## config.mk

```make
export PLATFORM = sky130hd
export DESIGN_NAME = uart_tx_flat
export DESIGN_NICKNAME = d
export VERILOG_FILES = /design/src/rtl/uart_tx_if.sv /design/src/rtl/uart_tx.sv /design/src/flat_wrapper.sv
export SDC_FILE = /design/constraint.sdc
export NUM_CORES = 1
export LEC_CHECK = 0
export BUFFER_PORTS_ARGS = -buffer_cell sky130_fd_sc_hd__buf_2
export CORE_ASPECT_RATIO = 0.75
export CORE_MARGIN = 10
export CORE_UTILIZATION = 60
export CTS_CLUSTER_DIAMETER = 40
export DETAILED_ROUTE_END_ITERATION = 6
export PLACE_DENSITY = 0.91
export SETUP_SLACK_MARGIN = 0.2
export SYNTH_ARGS = -nofsm -noshare
export SYNTH_HDL_FRONTEND = slang
export SYNTH_SLANG_ARGS = --single-unit
```

## constraint.sdc

```tcl
create_clock -name i_Clock -period 4 [get_ports i_Clock]
set_input_delay 0.2 -clock i_Clock [delete_from_list [all_inputs] [get_ports i_Clock]]
set_output_delay 0.2 -clock i_Clock [all_outputs]
set_load 0.005 [all_outputs]
```

## src/rtl/uart_tx_if.sv

```systemverilog
// Host-side byte port of the buffered UART transmitter.
// Transfer rule: Tx_Byte is taken on a rising clock edge where Tx_Load=1 and Tx_Ready=1; a load with Tx_Ready=0 is dropped.
interface uart_tx_if;
    logic       Tx_Load;
    logic [7:0] Tx_Byte;
    logic       Tx_Ready;
    logic       Tx_Busy;
    logic       Tx_Done;

    modport master (
        output Tx_Load,
        output Tx_Byte,
        input  Tx_Ready,
        input  Tx_Busy,
        input  Tx_Done
    );

    modport slave (
        input  Tx_Load,
        input  Tx_Byte,
        output Tx_Ready,
        output Tx_Busy,
        output Tx_Done
    );
endinterface

```

## src/rtl/uart_tx.sv

```systemverilog
// Buffered 8N1 UART transmitter: small FIFO feeding a bit-serial framer, LSB first.
// Optional even-parity bit between data and stop when UART_TX_PARITY_EN is defined.
module uart_tx #(
    parameter int CLKS_PER_BIT = 33,
    parameter int FIFO_AW      = 2
) (
    input  logic       i_Clock,
    input  logic       i_Reset,
    uart_tx_if.slave   host,
    output logic       o_Tx_Serial,
    output logic [2:0] dbg_state_o
);

    localparam int                 DEPTH    = 1 << FIFO_AW;
    localparam logic [FIFO_AW:0]   FULL_CNT = (FIFO_AW + 1)'(DEPTH);
    localparam logic [7:0]         CNT_MAX  = 8'(CLKS_PER_BIT - 1);

`ifdef UART_TX_PARITY_EN
    typedef enum logic [2:0] {
        ST_IDLE   = 3'd0,
        ST_START  = 3'd1,
        ST_DATA   = 3'd2,
        ST_PARITY = 3'd3,
        ST_STOP   = 3'd4
    } state_t;
`else
    typedef enum logic [2:0] {
        ST_IDLE  = 3'd0,
        ST_START = 3'd1,
        ST_DATA  = 3'd2,
        ST_STOP  = 3'd4
    } state_t;
`endif

    logic [7:0]         mem_q [DEPTH];
    logic [FIFO_AW-1:0] wr_ptr_q, wr_ptr_d;
    logic [FIFO_AW-1:0] rd_ptr_q, rd_ptr_d;
    logic [FIFO_AW:0]   count_q, count_d;
    logic               ready_q;

    state_t             state_q, state_d;
    logic [7:0]         cnt_q, cnt_d;
    logic [2:0]         idx_q, idx_d;
    logic [7:0]         shift_q, shift_d;
    logic               serial_q, serial_d;
    logic               done_q, done_d;

    logic               push;
    logic               pop;
    logic               bit_end;

    // Ready is registered from the count, so a full FIFO refuses a push even while it is popping.
    assign push    = host.Tx_Load && ready_q;
    assign bit_end = (cnt_q == CNT_MAX);

    always_comb begin
        wr_ptr_d = wr_ptr_q;
        rd_ptr_d = rd_ptr_q;
        count_d  = count_q;
        if (push) begin
            wr_ptr_d = wr_ptr_q + 1'b1;
        end
        if (pop) begin
            rd_ptr_d = rd_ptr_q + 1'b1;
        end
        if (push && !pop) begin
            count_d = count_q + 1'b1;
        end else if (!push && pop) begin
            count_d = count_q - 1'b1;
        end
    end

    always_ff @(posedge i_Clock) begin
        if (push) begin
            mem_q[wr_ptr_q] <= host.Tx_Byte;
        end
    end

    always_comb begin
        state_d  = state_q;
        cnt_d    = cnt_q;
        idx_d    = idx_q;
        shift_d  = shift_q;
        serial_d = serial_q;
        done_d   = 1'b0;
        pop      = 1'b0;
        if (state_q != ST_IDLE) begin
            cnt_d = bit_end ? 8'd0 : cnt_q + 8'd1;
        end
        case (state_q)
            ST_IDLE: begin
                serial_d = 1'b1;
                cnt_d    = 8'd0;
                if (count_q != '0) begin
                    pop      = 1'b1;
                    shift_d  = mem_q[rd_ptr_q];
                    serial_d = 1'b0;
                    state_d  = ST_START;
                end
            end
            ST_START: begin
                if (bit_end) begin
                    state_d  = ST_DATA;
                    serial_d = shift_q[0];
                end
            end
            ST_DATA: begin
                if (bit_end) begin
                    if (idx_q == 3'd7) begin
                        idx_d = 3'd0;
`ifdef UART_TX_PARITY_EN
                        state_d  = ST_PARITY;
                        serial_d = ^shift_q;
`else
                        state_d  = ST_STOP;
                        serial_d = 1'b1;
`endif
                    end else begin
                        idx_d    = idx_q + 3'd1;
                        serial_d = shift_q[idx_q + 3'd1];
                    end
                end
            end
`ifdef UART_TX_PARITY_EN
            ST_PARITY: begin
                if (bit_end) begin
                    state_d  = ST_STOP;
                    serial_d = 1'b1;
                end
            end
`endif
            ST_STOP: begin
                // Done lands on the first IDLE clock, the same clock Busy can fall.
                if (bit_end) begin
                    state_d = ST_IDLE;
                    done_d  = 1'b1;
                end
            end
            default: begin
                state_d  = ST_IDLE;
                serial_d = 1'b1;
                cnt_d    = 8'd0;
                idx_d    = 3'd0;
            end
        endcase
    end

    always_ff @(posedge i_Clock or posedge i_Reset) begin
        if (i_Reset) begin
            wr_ptr_q <= '0;
            rd_ptr_q <= '0;
            count_q  <= '0;
            ready_q  <= 1'b1;
            state_q  <= ST_IDLE;
            cnt_q    <= 8'd0;
            idx_q    <= 3'd0;
            shift_q  <= 8'd0;
            serial_q <= 1'b1;
            done_q   <= 1'b0;
        end else begin
            wr_ptr_q <= wr_ptr_d;
            rd_ptr_q <= rd_ptr_d;
            count_q  <= count_d;
            ready_q  <= (count_d != FULL_CNT);
            state_q  <= state_d;
            cnt_q    <= cnt_d;
            idx_q    <= idx_d;
            shift_q  <= shift_d;
            serial_q <= serial_d;
            done_q   <= done_d;
        end
    end

    assign host.Tx_Ready = ready_q;
    assign host.Tx_Busy  = (state_q != ST_IDLE) || (count_q != '0);
    assign host.Tx_Done  = done_q;
    assign o_Tx_Serial   = serial_q;
    assign dbg_state_o   = state_q;

endmodule
```

## src/flat_wrapper.sv

```systemverilog
// flat-port wrapper written by rule: the top's interface ports become plain ports
module uart_tx_flat 
#(
    parameter int CLKS_PER_BIT = 33,
    parameter int FIFO_AW      = 2
)
  (i_Clock, i_Reset, o_Tx_Serial, dbg_state_o, host_Tx_Load, host_Tx_Byte, host_Tx_Ready, host_Tx_Busy, host_Tx_Done);
  uart_tx_if host_i ();
  input  logic i_Clock;
  input  logic i_Reset;
  output logic o_Tx_Serial;
  output logic [2:0] dbg_state_o;
  input wire logic [$bits(host_i.Tx_Load)-1:0] host_Tx_Load;
  input wire logic [$bits(host_i.Tx_Byte)-1:0] host_Tx_Byte;
  output wire logic [$bits(host_i.Tx_Ready)-1:0] host_Tx_Ready;
  output wire logic [$bits(host_i.Tx_Busy)-1:0] host_Tx_Busy;
  output wire logic [$bits(host_i.Tx_Done)-1:0] host_Tx_Done;
  assign host_i.Tx_Load = host_Tx_Load;
  assign host_i.Tx_Byte = host_Tx_Byte;
  assign host_Tx_Ready = host_i.Tx_Ready;
  assign host_Tx_Busy = host_i.Tx_Busy;
  assign host_Tx_Done = host_i.Tx_Done;
  uart_tx #(.CLKS_PER_BIT(CLKS_PER_BIT), .FIFO_AW(FIFO_AW)) u_core (.i_Clock(i_Clock), .i_Reset(i_Reset), .host(host_i), .o_Tx_Serial(o_Tx_Serial), .dbg_state_o(dbg_state_o));
endmodule
```

==> flow_summary.yaml, run 1 <==
outcome:
  status: "finished, final reports clean"
hold_path:
  holdPathStages: 1
  min_path_type: "primary input to flop"
  min_from: "host_Tx_Byte[4]"
  holdPathEnd: "u_core.mem_q[1][4]$_DFFE_PP_"
critical_path:
  reg2reg_slack_ps: 2080
  cp_slowest_cell: "dfrtp_1"
  worst-path-buf-inv: 0
  cp_data_arrival_time_ps: 2180
  worstPathRequired_ps: 4260
  crit_chain: "nor3_2, and2_4, maj3_1, o22ai_1, or3b_1"
  crit_type: "flop to flop"
  endpoint_kind: "flop"
  critPathMaxStageDelay_ps: 530
  timing.rr.end: "u_core.host.Tx_Ready$_DFF_PP1_"
  reg2regPathDepth: 5
  worstSetupStartpointType: "flop"
  critPathMaxFanout: 15
  rr_startpoint: "u_core.dbg_state_o[1]$_DFFE_PP0P_"
  crit_family: "simple AND/OR/NAND/NOR gates"
timing:
  skew_ps: 5.10
  period_needed_ps: 1920
  fin_tns_setup_ps: 0
  grt_setup_unrepaired: "false"
  slew_violations: 0
  finalSetupViolCount: 0
  worst_pin_slew_ps: 686
  maxSlewHeadroom: 0.541
  fin_crit_sh: 0.481
  setup_ws_ps: 2080
  max_freq_mhz: 520
  hold_viol_final: 0
synth:
  synth_edf_count: 32
  ys.flop_type: "edfxtp_1"
  ys_async_sr_fraction: 0.500
  syn_avg_cell_area_um2: 13.5
  syn_area_mm2: 0.00283
  ys_seq_area_frac: 0.623
  synth-seq-cells: 64
  synth.net_count: 231
  synth_cells: 209
  yosys.cell_types.count: 35
  ys_warn_count: 0
detailed_routing:
  ant_nets: 0
  wirelength_um: 4830
  drc: 0
  dr.first_iter.drc_count: 64
  via_per_inst: 5.63
  wire_per_inst_um: 16.4
  via_count: 1655
  drtPass1Iterations: 4
power_and_ir_drop:
  vdd_drop_max_uv: 356
  p_int_w: 0.00111
  power_frac_seq: 0.547
  power.total_w: 0.00153
  power.density_mw_per_mm2: 487
  switching_power_w: 0.000419
  power.leakage_nw: 1.33
  clkPwrFrac: 0.308
  swShare: 0.274
  power_frac_comb: 0.146
clock_tree:
  cts.root.buffer_cell: "clkbuf_8"
  cts_tree: "yes"
  clock_latency_ps: 330
  cts_sinks: 64
  cts_buffers: 9
  cts_max_path_buffers: 2
  postCtsResizedCells: 0
  clkTransAtPathRegs_ps: 70
  cts_max_level: 3
run:
  max-cap-violations: 0
cells_and_area:
  fill_cells: 307
  layout-drive-gt1-share: 0.219
  final_nets: 254
  syn2layout_area_growth_pct: 10.7
  antenna_cells: 0
place:
  dp_slack_ps: 2100
  dp_hpwl_um: 3440
  routabilityCongestion: 0.805
  port_buffers: 17
floorplan:
  io_pins: 18
  start_util: 0.626
  die-height_um: 79.5
  design.die.area_mm2: 0.00789
  dieWidth_um: 99.3
  placementRows: 21
  coreArea_mm2: 0.00452
global_route:
  grt_pass1_vias: 1757
  grt_pass1_wl_um: 8510
  global_route.usage.total: 0.137
  overflow: 0
  antenna_found_initial: 0
  grt_max_degree: 33
layout make-up:
type                       instances  area, µm²  share of cell area
multi-input combinational        126        976               0.312
clock buffer                       9        124              0.0396
tap                               57       71.3              0.0228
clock inverter                     7       48.8              0.0156
sequential                        64       1760               0.563
timing repair buffer              19        103              0.0328
inverter                          12       45.0              0.0144
what timing repair did:
action                                 CTS  global route
endpoints found under the hold margin   30             0
setup endpoints to repair                0             0
buffers inserted                         0             0
hold buffers                             1             0
through the flow:
stage / hold WS, ps / instances / cell area, µm² / utilization
after floorplan: 299 / 209 / 2830 / -
after global placement: 300 / 277 / 2950 / 0.653
final: 75.5 / 294 / 3130 / 0.693
after global routing: 59.1 / 294 / 3130 / 0.693
after CTS: 54.3 / 294 / 3130 / 0.693
after detailed placement: 302 / 277 / 2950 / 0.653
placed cells by master, fill, tap and decap left out, drive strengths merged:
master       count
mux4            10
nor4b            1
xnor2            7
nor3             1
nand3            7
a22o             2
mux2             2
nand2           28
maj3             1
dfrtp           30
nor2b            1
buf             18
nor2            13
edfxtp          32
or3              2
xor2             7
clkbuf           9
nand4            3
nand2b           2
and2             2
o22ai            2
a21oi            5
clkinv           3
dfstp            2
dlygate4sd3      1
o211ai           1
and3             7
inv             12
or3b             1
o21ai            6
a211oi           1
o311ai           1
a2111oi          1
ha              11
nor4             1
clkinvlp         4
power by group through the flow:
stage | Sequential (W) | Combinational, W | Clock [W]
2_1_floorplan | 0.000831 | 0.000160 | 0
3_3_place_gp | 0.000840 | 0.000205 | 0
3_5_place_dp | 0.000846 | 0.000227 | 0
4_1_cts | 0.000833 | 0.000229 | 0.000485
5_1_grt | 0.000841 | 0.000253 | 0.000516
6_report | 0.000834 | 0.000223 | 0.000469
layer usage:
layer,vias to the layer above,track usage,share of wire
met5,-,0,0
met4,0,0.0600,0.018
met3,13,0.0640,0.050
met2,46,0.206,0.47
met1,806,0.166,0.47
li1,790,-,-
how the worst max path moves through the flow:
| stage | from | end | cells past startpoint |
|---|---|---|---|
| after floorplan | u_core.idx_q[0]$_DFFE_PP0P_ | u_core.o_Tx_Serial$_DFFE_PP1P_ | 5 |
| after global placement | u_core.dbg_state_o[1]$_DFFE_PP0P_ | u_core.host.Tx_Ready$_DFF_PP1_ | 5 |
| after detailed placement | u_core.dbg_state_o[1]$_DFFE_PP0P_ | u_core.host.Tx_Ready$_DFF_PP1_ | 5 |
| after CTS | u_core.dbg_state_o[1]$_DFFE_PP0P_ | u_core.host.Tx_Ready$_DFF_PP1_ | 5 |
| after global routing | u_core.dbg_state_o[1]$_DFFE_PP0P_ | u_core.host.Tx_Ready$_DFF_PP1_ | 5 |
| final | u_core.dbg_state_o[1]$_DFFE_PP0P_ | u_core.host.Tx_Ready$_DFF_PP1_ | 5 |
synthesized netlist by cell type, types with 3 or more instances:
library cell	n	area share
a21oi_1	5	0.0088
and3_1	7	0.015
buf_2	3	0.0053
dfrtp_1	30	0.27
edfxtp_1	32	0.34
ha_1	11	0.049
inv_1	12	0.016
mux4_2	10	0.080
nand2_1	28	0.037
nand3_1	7	0.012
nand4_1	3	0.0066
nor2_1	13	0.017
o21ai_0	5	0.0088
xnor2_1	7	0.022
xor2_1	7	0.022
worst register-to-register path: stages, from the launching register on:
cell	delay, ps
dfrtp_1	530
nor3_2	340
and2_4	300
maj3_1	200
o22ai_1	100
or3b_1	380
cell families (layout without fill, tap and decap cells):
family | count (synthesis) | after routing | synth area share
AOI/OAI and AO/OA | 19 | 19 | 0.0416
xor gates and xnor gates | 14 | 14 | 0.0433
adders and majority gates | 12 | 12 | 0.0522
buffers and inverters | 19 | 47 | 0.0318
DFF | 64 | 64 | 0.623
muxes | 12 | 12 | 0.0875
and+or+nand+nor | 69 | 69 | 0.120
sequential cells by signal, summed over array words and instances, names as in the netlist:
| register | count |
|---|---|
| u_core.cnt_q | 8 |
| u_core.count_q | 3 |
| u_core.dbg_state_o | 3 |
| u_core.host.Tx_Done | 1 |
| u_core.host.Tx_Ready | 1 |
| u_core.idx_q | 3 |
| u_core.mem_q | 32 |
| u_core.o_Tx_Serial | 1 |
| u_core.rd_ptr_q | 2 |
| u_core.shift_q | 8 |
| u_core.wr_ptr_q | 2 |
Power figures use the tool's default switching activity.
==> run 2: changes to the inputs <==
CORE_UTILIZATION = 59   (was 60)
PLACE_DENSITY = 0.9   (was 0.91)
clock period = 1.9 ns   (was 4 ns; I/O delays follow)
==> run 2 against run 1 <==
Effect of this change:
- hold slack improved by 120 ps
- final cell count increased by 7.8%
- critical endpoint is now u_core.idx_q[0]$_DFFE_PP0P_
- register-to-register slack got worse by 1900 ps
- largest power group unchanged
- first-iteration DRC count increased by 7.8%
==> flow_summary.yaml, run 2 (same netlist as run 1, synthesis figures left out) <==
clock_tree:
  cts.root.buffer_cell: "clkbuf_8"
  cts_max_level: 3
  cts_sinks: 64
  cts_tree: "yes"
  clkTransAtPathRegs_ps: 70
  cts_buffers: 9
  cts_max_path_buffers: 2
  clock_latency_ps: 350
critical_path:
  worstPathRequired_ps: 2130
  worstSetupStartpointType: "flop"
  critPathMaxFanout: 7
  crit_type: "flop to flop"
  cp_data_arrival_time_ps: 1940
  endpoint_kind: "flop"
global_route:
  overflow: 0
  global_route.usage.total: 0.150
  antenna_found_initial: 0
  grt_pass1_wl_um: 9110
  grt_pass1_vias: 1842
  grt_max_degree: 33
timing:
  fin_tns_setup_ps: 0
  worst_pin_slew_ps: 448
  skew_ps: 9.16
  grt_setup_unrepaired: "true"
  maxSlewHeadroom: 0.701
  hold_viol_final: 0
  period_needed_ps: 1710
  fin_crit_sh: 0.901
  slew_violations: 0
  max_freq_mhz: 584
  finalSetupViolCount: 0
power_and_ir_drop:
  power.density_mw_per_mm2: 1060
  vdd_drop_max_uv: 953
  power.leakage_nw: 1.46
cells_and_area:
  layout_commonest_cell: "edfxtp_1"
  antenna_cells: 0
  syn2layout_area_growth_pct: 21.3
  final_cell_count_no_fill: 317
  layout-drive-gt1-share: 0.296
  final_nets: 277
  largest_reg_flops: 32
  reg.largest.list: "u_core.mem_q x32, u_core.cnt_q x8, u_core.shift_q x8"
  final_cell_mix: "32 x edfxtp_1, 30 x dfrtp_1, 27 x nand2_1"
  final_cell_area_mm2: 0.00343
  top_register: "u_core.mem_q"
detailed_routing:
  wirelength_um: 5440
  drc: 0
  drtPass1Iterations: 4
  via_count: 1752
  ant_nets: 0
  dr.first_iter.drc_count: 69
  wire_per_inst_um: 17.1
  via_per_inst: 5.53
floorplan:
  coreArea_mm2: 0.00455
  design.die.area_mm2: 0.00800
  die-height_um: 80.0
  dieWidth_um: 100
  start_util: 0.623
  io_pins: 18
  placementRows: 21
run:
  max-cap-violations: 0
hold_path:
  min_path_type: "primary input to flop"
place:
  routabilityCongestion: 0.789
  dp_cells: 284
  port_buffers: 17
  post_dp_cell_area_mm2: 0.00301
  dp_hpwl_um: 3410
outcome:
  status: "finished, final reports clean"
-- run 2: layout make-up --
class                           instances  area, µm²
Tap cell                               57       71.3
Timing Repair Buffer                   42        295
Multi-Input combinational cell        126       1030
Clock inverter                          7        103
Clock buffer                            9        124
Inverter                               12       45.0
Sequential cell                        64       1760
Fill cell                             297       1110
-- run 2: metal layers --
metal,wire [µm],global-route usage,vias to the layer above
li1,-,-,842
met2,2800,0.256,42
met3,297,0.0623,9
met1,2250,0.163,859
met4,87,0.0592,0
met5,0,0,-
-- run 2: stage by stage --
stage / utilization / hold slack (ps) / worst slack [ps] / total power, W
2_1_floorplan: - / 194 / 203 / 0.00209
3_3_place_gp: 0.663 / 190 / 148 / 0.00221
3_5_place_dp: 0.663 / 193 / 85.8 / 0.00224
4_1_cts: 0.743 / 173 / 192 / 0.00358
5_1_grt: 0.755 / 191 / 91.3 / 0.00382
6_report: 0.755 / 196 / 188 / 0.00365
-- run 2: critical path, cell delays in order (launching register included) --
cell and delay [ps]:
dfrtp_1 400, inv_1 70, ha_2 160, nor4b_4 220
and3_4 270, o21ai_2 50, and2_4 160, mux2_2 260
-- run 2: report_power, final --
| part | total, W | internal (W) | leakage (nW) | switching [W] |
|---|---|---|---|---|
| clock | 0.00130 | 0.000751 | 0.110 | 0.000554 |
| sequential | 0.00176 | 0.00167 | 0.675 | 0.0000941 |
| combinational | 0.000585 | 0.000272 | 0.677 | 0.000312 |
-- run 2: worst paths after layout --
| kind | startpoint | to | slack [ps] | cells past startpoint |
|---|---|---|---|---|
| max | u_core.cnt_q[1]$_DFFE_PP0P_ | u_core.idx_q[0]$_DFFE_PP0P_ | 190 | 7 |
| min in group asynchronous | i_Reset | u_core.count_q[0]$_DFF_PP0_ | 360 | 4 |
| min reg2reg | u_core.shift_q[2]$_DFFE_PP0P_ | u_core.shift_q[2]$_DFFE_PP0P_ | 470 | 2 |
| min | host_Tx_Load | u_core.wr_ptr_q[0]$_DFFE_PP0P_ | 200 | 3 |
| max in group asynchronous | i_Reset | u_core.o_Tx_Serial$_DFFE_PP1P_ | 1200 | 4 |
| max reg2reg | u_core.cnt_q[1]$_DFFE_PP0P_ | u_core.idx_q[0]$_DFFE_PP0P_ | 190 | 7 |
-- run 2: what timing repair did --
action,in CTS,in global routing
pin swaps,5,1
resized for setup,8,5
buffers inserted,2,6
endpoints found under the hold margin,62,0
hold buffers,9,0
endpoints found under the setup margin,5,6
